--- src/rtl/spi_master_ctrl.sv ---
// SPI master for the slave-plus-memory interface: serializes one host command per ss_n frame
// and, for read-data frames, collects the returned byte from MISO.
module spi_master_ctrl #(
  parameter int unsigned READ_GAP = 2,
  parameter int unsigned DATA_W   = 8
) (
  input  logic              clk,
  input  logic              rst_n,
  input  logic              cmd_valid,
  output logic              cmd_ready,
  input  logic [1:0]        cmd,
  input  logic [DATA_W-1:0] cmd_data,
  output logic              rsp_valid,
  output logic [DATA_W-1:0] rsp_data,
  output logic              busy,
  output logic              ss_n,
  output logic              MOSI,
  input  logic              MISO
);

  localparam int unsigned TxW = DATA_W + 2;
  localparam logic [3:0] ShiftLoad = 4'(TxW - 1);
  localparam logic [3:0] RecvLoad  = 4'(DATA_W - 1);
  localparam logic [3:0] GapLoad   = 4'((READ_GAP == 0) ? 0 : READ_GAP - 1);

  typedef enum logic [2:0] {StIdle, StSel, StShift, StGap, StRecv, StDone} state_e;

  state_e            state_q, state_d;
  logic [3:0]        cnt_q, cnt_d;
  logic [TxW-1:0]    tx_q, tx_d;
  logic [DATA_W-1:0] rx_q, rx_d;
  logic [DATA_W-1:0] rsp_data_q, rsp_data_d;
  logic              rd_q, rd_d;

  always_ff @(posedge clk or negedge rst_n) begin
    if (!rst_n) begin
      state_q    <= StIdle;
      cnt_q      <= '0;
      tx_q       <= '0;
      rx_q       <= '0;
      rsp_data_q <= '0;
      rd_q       <= 1'b0;
    end else begin
      state_q    <= state_d;
      cnt_q      <= cnt_d;
      tx_q       <= tx_d;
      rx_q       <= rx_d;
      rsp_data_q <= rsp_data_d;
      rd_q       <= rd_d;
    end
  end

  always_comb begin
    state_d    = state_q;
    cnt_d      = cnt_q;
    tx_d       = tx_q;
    rx_d       = rx_q;
    rsp_data_d = rsp_data_q;
    rd_d       = rd_q;
    ss_n       = 1'b1;
    MOSI       = 1'b0;
    rsp_valid  = 1'b0;

    unique case (state_q)
      StIdle: begin
        if (cmd_valid) begin
          tx_d    = {cmd, cmd_data};
          rd_d    = (cmd == 2'b11);
          state_d = StSel;
        end
      end
      // SEL already shows the first frame bit, so SHIFT repeats it without shifting first.
      StSel: begin
        ss_n    = 1'b0;
        MOSI    = tx_q[TxW-1];
        cnt_d   = ShiftLoad;
        state_d = StShift;
      end
      StShift: begin
        ss_n = 1'b0;
        MOSI = tx_q[TxW-1];
        tx_d = {tx_q[TxW-2:0], 1'b0};
        if (cnt_q == 4'd0) begin
          if (!rd_q) begin
            state_d = StDone;
          end else if (READ_GAP == 0) begin
            cnt_d   = RecvLoad;
            state_d = StRecv;
          end else begin
            cnt_d   = GapLoad;
            state_d = StGap;
          end
        end else begin
          cnt_d = cnt_q - 4'd1;
        end
      end
      StGap: begin
        ss_n = 1'b0;
        if (cnt_q == 4'd0) begin
          cnt_d   = RecvLoad;
          state_d = StRecv;
        end else begin
          cnt_d = cnt_q - 4'd1;
        end
      end
      StRecv: begin
        ss_n = 1'b0;
        rx_d = {rx_q[DATA_W-2:0], MISO};
        if (cnt_q == 4'd0) begin
          rsp_data_d = {rx_q[DATA_W-2:0], MISO};
          state_d    = StDone;
        end else begin
          cnt_d = cnt_q - 4'd1;
        end
      end
      StDone: begin
        rsp_valid = rd_q;
        state_d   = StIdle;
      end
      default: state_d = StIdle;
    endcase
  end

  assign busy      = (state_q != StIdle);
  assign cmd_ready = ~busy;
  assign rsp_data  = rsp_data_q;

endmodule

--- config.mk ---
export PLATFORM = sky130hd
export DESIGN_NAME = spi_master_ctrl
export DESIGN_NICKNAME = d
export VERILOG_FILES = /design/src/rtl/spi_master_ctrl.sv
export SDC_FILE = /design/constraint.sdc
export NUM_CORES = 1
export LEC_CHECK = 0
export CAP_MARGIN = 20
export CORE_UTILIZATION = 55
export CTS_BUF_LIST = sky130_fd_sc_hd__clkbuf_8
export CTS_CLUSTER_DIAMETER = 100
export DETAILED_ROUTE_END_ITERATION = 10
export GPL_ROUTABILITY_DRIVEN = 0
export PLACE_DENSITY = 0.84
export SYNTH_ARGS = -nofsm -noshare
export SYNTH_HDL_FRONTEND = slang
export SYNTH_SLANG_ARGS = --single-unit
--- constraint.sdc ---
create_clock -name clk -period 2.67 [get_ports clk]
set_input_delay 0.534 -clock clk [delete_from_list [all_inputs] [get_ports clk]]
set_output_delay 0.534 -clock clk [all_outputs]
set_load 0.005 [all_outputs]
* Yosys cells after proc, flatten, opt, wreduce, memory -nomap -nowiden *
Cells that the tools add are included.

storage, ports and cells
  input port bits = 14
  word-level logic and storage cells = 48
  flip-flop bits (word level) = 33
  output and inout port bits = 13

operators by class
  bitwise operators = 1
  add/subtract/negate cells = 1
  reduce and logical (&&, ||, !) cells = 12
  multiplexer cells = 16
  equality and inequality tests = 12

operator list
  kind                 count
  $pmux 10 s2          1
  $mux 4               4
  $pmux 4 s4           1
  $mux 3               5
  $pmux 3 s5           1
  $mux 10              1
  $ne 2x2->1 const B   5
  $eq 3x2->1 const B   2
  $eq 3x3->1 const B   2
  $reduce_and 2->1     3
  $logic_not 4->1      1
  $reduce_and 4->1     1
  $reduce_bool 4->1    1
  $reduce_or 4->1      1
  $sub 4x1->4 const B  1
  $eq 3x1->1 const B   1
  $logic_not 3->1      1
  $mux 1               3
  $ne 3x3->1 const B   1
  $reduce_and 3->1     1
  $reduce_bool 3->1    1
  $eq 2x2->1 const B   1
  $reduce_bool 2->1    1
  $reduce_or 2->1      1
  $not 1->1            1

* Depth between registers and ports, before layout *
  word-level depth = 3
  gate-level depth with buffers = 7
  gate-level depth less buffers = 5

* Worst setup path after synthesis *
Ideal clock, no wire load.

  path kind = register -> register
  start point = register cnt_q[0]
  end point = register cnt_q[0]
  slack = 0.883 ns
  required time = 2.550 ns
  arrival time = 1.667 ns
  path buffers = 2
  period minus slack after synthesis = 1.787 ns
  stages on the path, launching flop included = 8
  setup time = 0.120 ns
  cells stage by stage = dfrtp_1 clkbuf_1 inv_1 ha_1 or3b_4 buf_6 a211o_2 o211a_1

between the ends
  longest elaborated chain between the ends = 3
  elaborated cells on any way between the ends = 9
  those cells by class = add/sub: 1; eq/ne: 2; mux: 4; reduce/logical: 2

RTL lines
  element                                         line  text
  start: declaration                              29    logic [3:0] cnt_q, cnt_d;
  start signal: assignment                        45    cnt_q <= cnt_d;
  $sub 4x1->4 or $logic_not 4->1 (tied branches)  --
  $mux 4 (tied with other cells)                  109   if (cnt_q == 4'd0) begin
  $pmux 4 s4 or $reduce_and 3->1 (tied branches)  --

Parallel ways exist; a longest one is shown, timed or not. The select of a mux whose other input is x is not followed.
A chain may end at the register's enable or synchronous reset.

* Worst setup path in the final report *
  start point = register state_q[2]
  end point = output MOSI

between the ends
  longest elaborated chain between the ends = 3
  elaborated cells on any way between the ends = 4
  those cells by class = eq/ne: 2; mux: 1; reduce/logical: 1

RTL lines
  element                                   line  text
  start: declaration                        28    state_e state_q, state_d;
  start signal: assignment                  37    state_q <= StIdle;
  start signal: assignment                  44    state_q <= state_d;
  $eq 3x2->1 or $eq 3x1->1 (tied branches)  64    unique case (state_q)
  $reduce_or 2->1 (no line) (*)             --
  $mux 1 (*)                                64
  end: declaration                          17    output logic MOSI,

Mark *: on every way between the ends. The rest lies on a longest branch, timed or not.

==> impl_metrics.env <==
export IMPL_outcome="complete, but fails checks"
export IMPL_violations="design-rule violations"
export IMPL_core_mm2=0.00283
export IMPL_placed_cell_area_mm2=0.00193
export IMPL_worst_ep_arrival_time_ps=1940
export IMPL_seq_area_frac_synth=0.487
export IMPL_cts_sinks=33
export IMPL_cts_max_level=2
export IMPL_avgViaCountPerCell=6.08
export IMPL_synth_seq_cells=33
export IMPL_reg2reg_depth=5
export IMPL_area_growth_pct=18.8
export IMPL_yosysTopAreaCellShare=0.487
export IMPL_comb_power_share=0.404
export IMPL_grt_overflow_total=0
export IMPL_slew_viol_final=0
export IMPL_cts_buffers=5
export IMPL_grt_pass1_vias=1220
export IMPL_ioPinCount=27
export IMPL_clockBufferDepth=2
export IMPL_p_seq_frac=0.422
export IMPL_synthesis_area_mm2=0.00170
export IMPL_required_ps=2140
export IMPL_p_leak_uw=0.000877
export IMPL_p_int_uw=1280
export IMPL_wl_per_cell_um=15.8
export IMPL_switching_share=0.373
export IMPL_cts_tree="yes"
export IMPL_utilization=0.712
export IMPL_r2r_setup_slack_ps=670
export IMPL_power_switching_uw=761
export IMPL_layout_drive_gt1_share=0.162
export IMPL_port_buffers=26
export IMPL_final_area_mm2=0.00201
export IMPL_worst_hold_path_type="flop to flop"
export IMPL_finalHoldViolCount=0
export IMPL_path_class="flop to output port"
export IMPL_antenna_left=0
export IMPL_globalRouteMet2Util=0.402
export IMPL_finalWorstSetupSlack_ps=198
export IMPL_yosysTopAreaCell="dfrtp_1"
export IMPL_grt_pass1_wl_mm=5.58
export IMPL_diodes=0
export IMPL_rows=19
export IMPL_relSlewSlack=0.557
export IMPL_post_cts_buffers=0
export IMPL_vdd_drop_max_mv=0.466
export IMPL_antenna_found_initial=0
export IMPL_busiest_layer="met2"
export IMPL_cp_max_fo=22
export IMPL_clkLatencyLatePin_ps=290
export IMPL_finClkSkew_ps=7.61
export IMPL_finalSetupViolCount=0
export IMPL_worstMarginPinSlew_ps=665
export IMPL_synthesis_instances=156
export IMPL_cts_resized=0
export IMPL_grt_use_met1=0.259
export IMPL_met3_usage=0.0612
export IMPL_crit_path_end_kind="output port"
export IMPL_cts_hold_buf=0
export IMPL_nNetsFinal=193
export IMPL_dpl_worst_slack_ps=491
export IMPL_post_dp_hpwl_mm=2.27
export IMPL_fin_tns_setup_ps=0
export IMPL_cp_start_kind="flop"
export IMPL_avgSynthCellArea_um2=10.9
export IMPL_cap_viol_max_count=0
export IMPL_track_usage=0.230
export IMPL_rsz0062_at_grt="no"
export IMPL_fmax_mhz=405
export IMPL_clkPwrFrac=0.174
export IMPL_path_clk_slew_ps=70
export IMPL_powerDensity_mw_per_mm2=1010
export IMPL_vias=1277
export IMPL_yosysUniqueCellTypes=44
export IMPL_hold_depth=1
export IMPL_route_detailed_drc=3
export IMPL_ys_warnings_count=0
export IMPL_cts_root_buf="clkbuf_8"
export IMPL_firstDrtPassIters=7
export IMPL_layout_min_cycle_time_ps=2470
export IMPL_drt_iter0_drc=33
export IMPL_ys_top_cells_by_area="dfrtp_1 49%, mux2_2 10%, nand2_1 3.1%"
export IMPL_synth_net_count=171
export IMPL_fin_crit_sh=0.926
export IMPL_die_y_um=57.5
export IMPL_wirelength_mm=3.32
export IMPL_grt_max_degree=34
export IMPL_dieArea_mm2=0.00331
export IMPL_initial_core_util=0.599
export IMPL_die_x_um=57.5
[registers in the layout (all words and copies together) (netlist names)]
signal and flops:
state_q 3, cnt_q 4, tx_q 10, rd_q 1, rsp_data 8, rx_q 7
[worst paths after layout]
check                                       startpoint                      end
worst max-delay path            state_q[2]$_DFFE_PN0P_                     MOSI
worst min-delay path               tx_q[8]$_DFFE_PN0P_      tx_q[8]$_DFFE_PN0P_
worst max register to register    cnt_q[0]$_DFFE_PN0P_  rsp_data[4]$_DFFE_PN0P_
worst min register to register     tx_q[8]$_DFFE_PN0P_      tx_q[8]$_DFFE_PN0P_
max in group asynchronous                        rst_n      rx_q[5]$_DFFE_PN0P_
min in group asynchronous                        rst_n     cnt_q[2]$_DFFE_PN0P_
[synthesized netlist by cell type]
cell type and instances:
xor2_1 1, a211oi_1 1, mux2i_1 3, o21ai_0 4
a31oi_1 4, nand3_2 1, and3_1 2, nor4_1 1
clkbuf_1 7, nor3b_2 1, nand2_1 14, o41ai_1 1
nor2_1 8, o311a_1 1, o211ai_1 2, buf_6 4
or3b_4 1, nand4_1 2, or4b_1 1, ha_1 1
mux2_2 15, dfrtp_1 33, and3b_1 1, nor4b_2 1
nor3_1 3, o211a_1 1, nor3b_1 1, inv_1 6
a2111o_1 1, o21a_1 6, o31ai_1 1, buf_2 3
a22o_1 1, or3_1 1, a221o_1 1, nor4bb_1 1
or3b_1 2, nand3_1 6, nor2b_1 1, a21oi_1 2
a41oi_1 1, a211o_2 1, o22a_1 6, and2_1 1
[critical path, stage by stage, from the launching register on]
cell,delay [ps]
dfrtp_1,770
inv_1,240
and3_1,210
clkdlybuf4s50_1,440
[metrics by stage]
step | instances | hold WS (ps) | power (µW)
after floorplan | 156 | 238 | 1460
after global placement | 202 | 475 | 1630
after detailed placement | 202 | 484 | 1690
after CTS | 210 | 500 | 2040
after global routing | 210 | 519 | 2190
final | 210 | 501 | 2040
[logic make-up after synthesis]
logic type,Yosys count,synth area share
buffers and inverters,20,0.0642
muxes,18,0.117
xor gates and xnor gates,1,0.00517
DFF,33,0.487
adders and majority gates,1,0.00738
AOI/OAI and AO/OA,34,0.154
and+or+nand+nor,49,0.165
[routing by layer]
| metal | vias up | wire length (µm) |
|---|---|---|
| li1 | 613 | - |
| met1 | 619 | 1450 |
| met2 | 38 | 1660 |
| met3 | 7 | 153 |
| met4 | 0 | 59 |
| met5 | - | 0 |
[cell type report]
cell class / instances / area, µm²
clock buffer: 5 / 68.8
clock inverter: 3 / 15.0
fill: 227 / 815
inverter: 6 / 22.5
multi-input combinational: 103 / 761
sequential: 33 / 826
tap: 31 / 38.8
timing repair buffer: 29 / 283
[power by group through the flow]
stage | registers [µW] | clock network (µW) | logic, µW
floorplan | 744 | 0 | 720
global placement | 845 | 0 | 785
detailed placement | 865 | 0 | 821
CTS | 855 | 366 | 822
global route | 886 | 381 | 919
finish | 861 | 355 | 823
[cells in the final DEF (no fill, tap or decap), types with 3 or more instances in the layout]
cell and instances:
dfrtp_1 33, clkdlybuf4s50_1 26, mux2_2 15, nand2_1 14, inv_1 8, nor2_1 8
nand3_1 6, o22a_1 6, o21a_1 6, clkbuf_8 5, o21ai_0 4, a31oi_1 4
nor3_1 3, mux2i_1 3, buf_4 3
Note: power is estimated with default switching activity, not from simulation.
